File: src/rtl/exhaustive_pattern_checker_pkg.sv
// Shared types and constants for the exhaustive pattern checker.
//   state_e : checker FSM states
//   N_IN_DEFAULT / N_PAT / CNT_W : sizes for the default 4-input build
//   HOLD_W  : width of the hold-window counter (HOLD up to 255)
package exhaustive_pkg;

  typedef enum logic [1:0] {
    StIdle,
    StDrive,
    StDone
  } state_e;

  localparam int unsigned N_IN_DEFAULT = 4;
  localparam int unsigned N_PAT        = 2 ** N_IN_DEFAULT;
  localparam int unsigned CNT_W        = N_IN_DEFAULT + 1;
  localparam int unsigned HOLD_W       = 8;

endpackage

File: src/rtl/exhaustive_pattern_checker_timer.sv
// Hold-window timer: counts 0..HOLD-1 while enabled and raises `last` in the final
// cycle of each window, which the checker uses as its sample strobe.
//   clk, rst_n : clock, asynchronous active-low reset
//   clear      : force the count back to 0 (start of a run)
//   enable     : count this cycle
//   last       : enable && count == HOLD-1
module pattern_hold_timer
  import exhaustive_pkg::*;
#(
  parameter int unsigned HOLD = 20
) (
  input  logic clk,
  input  logic rst_n,
  input  logic clear,
  input  logic enable,
  output logic last
);

  localparam logic [HOLD_W-1:0] LastCnt = HOLD_W'(HOLD - 1);

  logic [HOLD_W-1:0] cnt_q, cnt_d;
  logic              at_end;

  assign at_end = (cnt_q == LastCnt);
  assign last   = enable && at_end;

  always_comb begin
    cnt_d = cnt_q;
    if (clear) begin
      cnt_d = '0;
    end else if (enable) begin
      cnt_d = at_end ? '0 : cnt_q + 1'b1;
    end
  end

  always_ff @(posedge clk or negedge rst_n) begin
    if (!rst_n) begin
      cnt_q <= '0;
    end else begin
      cnt_q <= cnt_d;
    end
  end

endmodule

File: config.mk
export PLATFORM = sky130hd
export DESIGN_NAME = pattern_hold_timer
export DESIGN_NICKNAME = d
export VERILOG_FILES = /design/src/rtl/exhaustive_pattern_checker_pkg.sv /design/src/rtl/exhaustive_pattern_checker_timer.sv
export SDC_FILE = /design/constraint.sdc
export NUM_CORES = 1
export LEC_CHECK = 0
export ABC_CLOCK_PERIOD_IN_PS = 1900
export CAP_MARGIN = 30
export CORE_MARGIN = 2
export CORE_UTILIZATION = 30
export DETAILED_ROUTE_END_ITERATION = 16
export DONT_BUFFER_PORTS = 1
export PLACE_DENSITY = 0.53
export SLEW_MARGIN = 20
export SYNTH_ARGS = -nofsm -noshare
export SYNTH_HDL_FRONTEND = slang
export SYNTH_SLANG_ARGS = --single-unit
File: constraint.sdc
create_clock -name clk -period 1.9 [get_ports clk]
set_input_delay 0.285 -clock clk [delete_from_list [all_inputs] [get_ports clk]]
set_output_delay 0.285 -clock clk [all_outputs]
set_load 0.02 [all_outputs]
# [Yosys cells after proc, flatten, opt, wreduce, memory -nomap -nowiden]
# Cells that the tools add are included.
# W data, S select, Z words.
[word_totals] register_bits=8 latch_bits=0 ramBits=0 romBits=0 inputBits=4 out_inout_bits=1 elab_cells=8 memories=0
[classes] n_addsub=1 multipliers=0 div=0 order_cmp=0 eq_ne=1 n_shift=0 mux=3 bitwise_logic=0 reduce_logical=2
[ops] cell="$mux W8" n=3
[ops] cell="$add A8 B1 Y8 const B" n=1
[ops] cell="$eq A8 B5 Y1 const B" n=1
[ops] cell="$reduce_bool A2 Y1" n=1
[ops] cell="$logic_and A1 B1 Y1" n=1

# [Depth between registers and ports, before layout]
# Gate-level depths: netlist (run 1).
[logic_depth] word_depth=4 ltp_mapped=5 depth_no_buf=5

# [Worst setup path after synthesis (run 1)]
# No wires, ideal clock.
[synth_path] kind="reg2reg" from="reg cnt_q[0]" to="reg cnt_q[4]" setup_time_ns=0.072 arrival_time_ns=1.324 t_required_ns=1.828 slack_ns=0.505 stages_incl_launch_ff=6 n_path_buf=0 period_less_slack_ns=1.395 path_cell_list="dfrtp_1 -> ha_1 -> and4bb_1 -> and3_4 -> or2_4 -> nor2_1"
[synth_between] elab_chain_cells=4 elab_cells_between_ends=5 cone_classes="add/sub: 1; eq/ne: 1; mux: 3"
[synth_lines] element="from (decl)" line="exhaustive_pattern_checker_timer.sv:21" source="logic [HOLD_W-1:0] cnt_q, cnt_d;"
[synth_lines] element="from (signal assigned)" line="exhaustive_pattern_checker_timer.sv:40" source="cnt_q <= cnt_d;"
[synth_lines] element="$add A8 B1 Y8 / $eq A8 B5 Y1 (equally long branches)" line="exhaustive_pattern_checker_timer.sv:32, exhaustive_pattern_checker_timer.sv:24"
[synth_lines] element="$mux W8 *" line="exhaustive_pattern_checker_timer.sv:32" source="cnt_d = at_end ? '0 : cnt_q + 1'b1;"
[synth_lines] element="$mux W8 *" line="exhaustive_pattern_checker_timer.sv:31" source="end else if (enable) begin"
[synth_lines] element="$mux W8 *" line="exhaustive_pattern_checker_timer.sv:29" source="if (clear) begin"
# Every way passes the cells marked *; elsewhere a longest branch is shown, timed or not. The select of a mux whose other input is x is not followed.
# A chain may end at the register's enable or synchronous reset.

# [Worst setup path after layout (run 1)]
[layout_path] from="reg cnt_q[0]" to="out last"
[layout_between] elab_chain_cells=2
[layout_lines] element="$eq A8 B5 Y1" line="exhaustive_pattern_checker_timer.sv:24" source="assign at_end = (cnt_q == LastCnt);"
[layout_lines] element="$logic_and A1 B1 Y1" line="exhaustive_pattern_checker_timer.sv:25" source="assign last = enable && at_end;"
[layout_lines] element="to (decl)" line="exhaustive_pattern_checker_timer.sv:16" source="output logic last"
# No other way between the ends.

==> flow_metrics.env, run 1 <==
export IMPL_antenna_found_initial=0
export IMPL_dieArea_um2=1777
export IMPL_reg_largest_list="cnt_q (8)"
export IMPL_min_path_type="in -> reg"
export IMPL_via_per_inst=5.238
export IMPL_cp_data_arrival_time_ns=1.32
export IMPL_synth_compound_area_frac=0.1175
export IMPL_wl_met1_um=373
export IMPL_synth_top_family_by_area="simple AND/OR/NAND/NOR gates"
export IMPL_r2r_end="cnt_q[4]"
export IMPL_ys_seq_area_frac=0.4585
export IMPL_rows=13
export IMPL_drtAntennaViolNets=0
export IMPL_rsz0062_at_grt="false"
export IMPL_path_max_fanout=5
export IMPL_layout_drive_gt1_share=0.1458
export IMPL_hold_viol_final=0
export IMPL_nets=56
export IMPL_ctsHoldBuffers=1
export IMPL_end_kind="output port"
export IMPL_clk_pin_slew_worst_paths_ns=0.05
export IMPL_syn_inst=44
export IMPL_min_path_cells=2
export IMPL_portBuffers=0
export IMPL_clock_sinks=8
export IMPL_vdd_drop_max_mv=0.2567
export IMPL_critical_path_class="reg -> out"
export IMPL_layout_setup_ws_ns=0.2996
export IMPL_root_buffer="clkbuf_4"
export IMPL_gp_congestion=0.6863
export IMPL_wl_per_cell_um=12.16
export IMPL_drv_slew=0
export IMPL_fin_crit_ns=1.600
export IMPL_leakagePower_nw=0.2227
export IMPL_hp_start="clear"
export IMPL_tritoncts_num_buffers=3
export IMPL_tightest_slew_ns=0.3701
export IMPL_r2r_slack_ns=0.39
export IMPL_synth_seq_cells=8
export IMPL_p_per_area_nw_per_um2=662.0
export IMPL_syn_area_per_cell_um2=9.924
export IMPL_whs_endpoint="cnt_q[3]"
export IMPL_grt_pass1_vias=304
export IMPL_cts_buffer_depth=2
export IMPL_syn_nets=50
export IMPL_ios=5
export IMPL_diodes=0
export IMPL_critPathBufInv=0
export IMPL_finalSetupViolations=0
export IMPL_via_count=330
export IMPL_fp_dieW_um=42.15
export IMPL_wl_met3_um=46
export IMPL_track_usage=0.1038
export IMPL_power_total_w=0.0003230
export IMPL_areaGrowthSynthToFinish_pct=11.75
export IMPL_crit_chain="ha_1 -> and4bb_1 -> and3_4"
export IMPL_wl_met2_um=332
export IMPL_achievable_frequency_mhz=624.9
export IMPL_post_cts_buffers=0
export IMPL_crit_family="simple AND/OR/NAND/NOR gates"
export IMPL_cp_required_ns=1.62
export IMPL_initial_utilization=0.3274
export IMPL_largest_register_ffs=8
export IMPL_grt_first_pass_wirelength_mm=1.338
export IMPL_grt_max_degree=9
export IMPL_tns_ns=0
export IMPL_routed_top_layer="met4"
export IMPL_synth_area_um2=436.7
export IMPL_rr_worst_depth=5
export IMPL_status="completed"
export IMPL_cp_start_kind="register"
export IMPL_fp_dieH_um=42.15
export IMPL_top_register="cnt_q"
export IMPL_synth_cell_types=20
export IMPL_synth_xor_area_frac=0.1003
export IMPL_hpwl_um=576.5
export IMPL_slowest_stage="dfrtp_1"
export IMPL_slew_headroom=0.7525
export IMPL_drtIter0Drc=4
export IMPL_ctsResizeCount=0
export IMPL_muxShareOfSynthArea=0
export IMPL_htree_levels=1
export IMPL_firstDrtPassIters=2
export IMPL_cap_violations=0
export IMPL_synth_simple_area_share=0.2493
export IMPL_cpPeakStageDelay_ns=0.42
export IMPL_routed_wl_um=766
export IMPL_gr_total_overflow=0
export IMPL_fin_skew_ns=0.004071
export IMPL_r2r_start="cnt_q[0]"
export IMPL_clk_latency_ns=0.25
export IMPL_min_period_over_period=0.8423
export IMPL_timing_hold_ws_ns=0.2337
export IMPL_ys_warnings_count=0
export IMPL_core_um2=1334
export IMPL_drc=0
export IMPL_cts_tree="built"
export IMPL_synth_fa_ha_area_frac=0.05731
export IMPL_place_ws_ns=0.3940
==> layout make-up <==
class | instances | area, µm²
timing repair buffer | 1 | 10.01
clock buffer | 3 | 22.52
tap | 15 | 18.77
sequential | 8 | 200.2
inverter | 2 | 7.507
multi-input combinational | 34 | 229.0
fill | 137 | 845.8
==> cell usage after synthesis <==
cell type  n  area (µm²)
dfrtp_1    8       200.2
nor2_1     8       30.03
o21ai_0    4       20.02
nand2_1    3       11.26
xnor2_1    3       26.28
ha_1       2       25.02
inv_1      2       7.510
xor2_1     2       17.52
a211o_2    1       10.01
a21o_1     1       7.510
a21oi_1    1       5.000
and3_4     1       11.26
and4bb_1   1       12.51
and4bb_2   1       12.51
nand3_1    1       5.000
nand4_1    1       6.260
nor3_1     1       5.000
o2111ai_1  1       8.760
or2_4      1       8.760
or3_1      1       6.260
==> worst max-delay path by stage <==
stage	startpoint	endpoint	slack [ns]	cells past startpoint
3_3_place_gp	cnt_q[0]	cnt_q[4]	0.38	5
6_report	cnt_q[0]	last	0.30	3
3_5_place_dp	cnt_q[0]	cnt_q[4]	0.39	5
5_1_grt	cnt_q[0]	last	0.23	3
2_1_floorplan	cnt_q[0]	cnt_q[4]	0.50	5
4_1_cts	cnt_q[0]	last	0.29	3
==> cells in the final DEF, fill, tap and decap left out <==
cell type      instances
and3_4                 1
dfrtp_1                8
o21ai_0                4
inv_1                  2
xor2_1                 2
a21o_1                 1
a21oi_1                1
xnor2_1                3
a211o_2                1
or3_1                  1
ha_1                   2
o2111ai_1              1
dlygate4sd3_1          1
nand2_1                3
nor2_1                 8
nand4_1                1
and4bb_2               1
clkbuf_4               3
and4bb_1               1
nand3_1                1
nor3_1                 1
or2_4                  1
==> per-layer routing <==
metal  track usage  vias to the layer above
met1        0.1253                      158
met3       0.03448                        2
met5             0                        -
li1              -                      164
met4       0.09375                        0
met2        0.1438                        6
==> through the flow <==
| stage | instances | instance area, µm² | utilization |
|---|---|---|---|
| floorplan | 44 | 436.7 | - |
| global placement | 59 | 455.4 | 0.3415 |
| detailed placement | 59 | 455.4 | 0.3415 |
| CTS | 63 | 488.0 | 0.3659 |
| global route | 63 | 488.0 | 0.3659 |
| finish | 63 | 488.0 | 0.3659 |
==> kinds of logic (layout without fill, tap and decap cells) <==
group	count (synthesis)	after routing
xor+xnor	5	5
fa+ha+maj	2	2
compound gates	8	8
simple gates	19	19
flops	8	8
buf+inv	2	6
==> power by group <==
group / internal (W) / switching [W] / total [W]
registers: 0.000175 / 0.00000455 / 0.000179
logic: 0.00000786 / 0.0000106 / 0.0000185
clock network: 0.0000720 / 0.0000535 / 0.000125
total: 0.000254 / 0.0000687 / 0.000323
(Power assumes the default switching activity.)
==> inputs of run 2 (changes only) <==
--- a/config.mk
+++ b/config.mk
@@ -5,7 +5,7 @@
 export SDC_FILE = /design/constraint.sdc
 export NUM_CORES = 1
 export LEC_CHECK = 0
-export ABC_CLOCK_PERIOD_IN_PS = 1900
+export ABC_CLOCK_PERIOD_IN_PS = 1500
 export CAP_MARGIN = 30
 export CORE_MARGIN = 2
 export CORE_UTILIZATION = 30
==> constraint.sdc (replaced) <==
create_clock -name clk -period 1.5 [get_ports clk]
set_input_delay 0.225 -clock clk [delete_from_list [all_inputs] [get_ports clk]]
set_output_delay 0.225 -clock clk [all_outputs]
set_load 0.02 [all_outputs]
==> run 2 against run 1 <==
  * The flow now finishes with violations (negative setup slack)
  * Utilization up 2.2 points
  * Flip-flop and latch count unchanged
  * Critical path depth up 1
  * Clock skew up 0.0014 ns
  * Routed wire length up 15%
  * Critical path type unchanged
  * Critical endpoint unchanged
  * Largest cell class unchanged
==> flow_metrics.env, run 2 (synthesis gave the netlist of run 1 again) <==
export IMPL_tightest_slew_ns=0.3953
export IMPL_p_sw_w=0.0001038
export IMPL_drv_slew=0
export IMPL_areaGrowthSynthToFinish_pct=18.34
export IMPL_grt_first_pass_wirelength_mm=1.524
export IMPL_track_usage=0.1210
export IMPL_cap_violations=0
export IMPL_hpwl_um=630.3
export IMPL_wl_per_cell_um=13.39
export IMPL_vdd_drop_max_mv=0.4637
export IMPL_cp_start_kind="register"
export IMPL_multiInputGateArea_um2=231.5
export IMPL_finalSetupViolations=1
export IMPL_top_register="cnt_q"
export IMPL_portBuffers=0
export IMPL_post_cts_buffers=0
export IMPL_achievable_frequency_mhz=643.4
export IMPL_layout_setup_ws_ns=-0.05434
export IMPL_ff_latch_area_um2=200.2
export IMPL_cts_tree="built"
export IMPL_fp_dieW_um=42.15
export IMPL_layout_drive_gt1_share=0.2157
export IMPL_antenna_found_initial=0
export IMPL_via_per_inst=5.197
export IMPL_fillers=149
export IMPL_min_path_type="in -> reg"
export IMPL_fp_dieH_um=42.15
export IMPL_drc=0
export IMPL_cp_data_arrival_time_ns=1.33
export IMPL_htree_levels=1
export IMPL_ios=5
export IMPL_cp_required_ns=1.27
export IMPL_path_max_fanout=2
export IMPL_routed_wl_um=884
export IMPL_nets=59
export IMPL_tritoncts_num_buffers=3
export IMPL_fin_skew_ns=0.005435
export IMPL_rsz0062_at_grt="true"
export IMPL_grt_pass1_vias=338
export IMPL_clockPowerShare=0.405
export IMPL_grt_max_degree=9
export IMPL_gp_congestion=0.7128
export IMPL_status="finished, violations left"
export IMPL_firstDrtPassIters=3
export IMPL_min_period_over_period=1.036
export IMPL_slew_headroom=0.7356
export IMPL_critical_path_class="reg -> out"
export IMPL_p_seq_frac=0.519
export IMPL_rows=13
export IMPL_via_count=343
export IMPL_cts_buffer_depth=2
export IMPL_end_kind="output port"
export IMPL_reg_largest_list="cnt_q (8)"
export IMPL_largest_register_ffs=8
export IMPL_fin_area_um2=516.7
export IMPL_violations="negative setup slack"
export IMPL_fin_crit_ns=1.554
export IMPL_initial_utilization=0.3274
export IMPL_dieArea_um2=1777
export IMPL_most_common_layout_cells="nor2_1, dfrtp_1, o21ai_0"
export IMPL_switching_share=0.2404
export IMPL_core_um2=1334
export IMPL_clk_pin_slew_worst_paths_ns=0.06
export IMPL_clk_latency_ns=0.26
export IMPL_clock_sinks=8
export IMPL_root_buffer="clkbuf_4"
export IMPL_power_total_w=0.0004318
export IMPL_drtIter0Drc=7
export IMPL_diodes=0
export IMPL_p_per_area_nw_per_um2=835.6
export IMPL_placed_area_um2=478.0
export IMPL_drtAntennaViolNets=0
export IMPL_gr_total_overflow=0
export IMPL_leakagePower_nw=0.2368
export IMPL_p_int_w=0.0003280
export IMPL_hold_viol_final=0
export IMPL_p_comb_frac=0.076
## run 2: through the flow
step | setup slack [ns] | utilization | hold slack [ns] | std cells | TNS, ns
after floorplan | 0.1046 | - | -0.07059 | 44 | 0
after global placement | 0.08891 | 0.3583 | -0.07037 | 62 | 0
after detailed placement | 0.09224 | 0.3583 | -0.07040 | 62 | 0
after CTS | -0.05261 | 0.3874 | 0.1655 | 66 | -0.05261
after global routing | -0.09659 | 0.3874 | 0.1738 | 66 | -0.09659
final | -0.05434 | 0.3874 | 0.1681 | 66 | -0.05434
## run 2: final cells by class
type                    count  area share
flip-flops and latches      8      0.3874
well taps                  15     0.03632
repair buffers              4     0.07022
multi-input cells          34      0.4479
clock buffers               3     0.04358
inverters                   2     0.01453
## run 2: worst paths after layout
kind | slack (ns) | end | cells after the start | from
setup / recovery | -0.05 | last | 4 | cnt_q[1]
hold / removal | 0.17 | cnt_q[3] | 2 | clear
setup reg to reg | 0.10 | cnt_q[7] | 5 | cnt_q[1]
hold reg to reg | 0.53 | cnt_q[7] | 1 | cnt_q[7]
max in group asynchronous | 0.89 | cnt_q[2] | 1 | rst_n
min in group asynchronous | 0.32 | cnt_q[0] | 1 | rst_n
## run 2: power by group through the flow
stage | clock network, W | logic [W] | registers [W]
finish | 0.000175 | 0.0000330 | 0.000224
global route | 0.000186 | 0.0000375 | 0.000225
CTS | 0.000176 | 0.0000335 | 0.000224
floorplan | 0 | 0.0000147 | 0.000229
detailed placement | 0 | 0.0000267 | 0.000228
global placement | 0 | 0.0000266 | 0.000228
## run 2: timing repair
item                                    CTS  global route
hold endpoints to repair                  8             0
resized for setup                         2             0
endpoints found under the setup margin    1             1
pin swaps                                 2             0
hold buffers                              1             0
## run 2: worst max-delay path, cell delays in order, from the launching register on
cell	delay [ns]
dfrtp_1	0.38
ha_2	0.19
and4bb_1	0.22
and3_4	0.16
buf_6	0.12
## run 2: routing by layer
layer	routed length (µm)	global-route usage	vias up
li1	-	-	167
met1	464	0.1649	164
met2	339	0.1438	8
met3	35	0.02586	4
met4	44	0.1313	0
met5	0	0	-
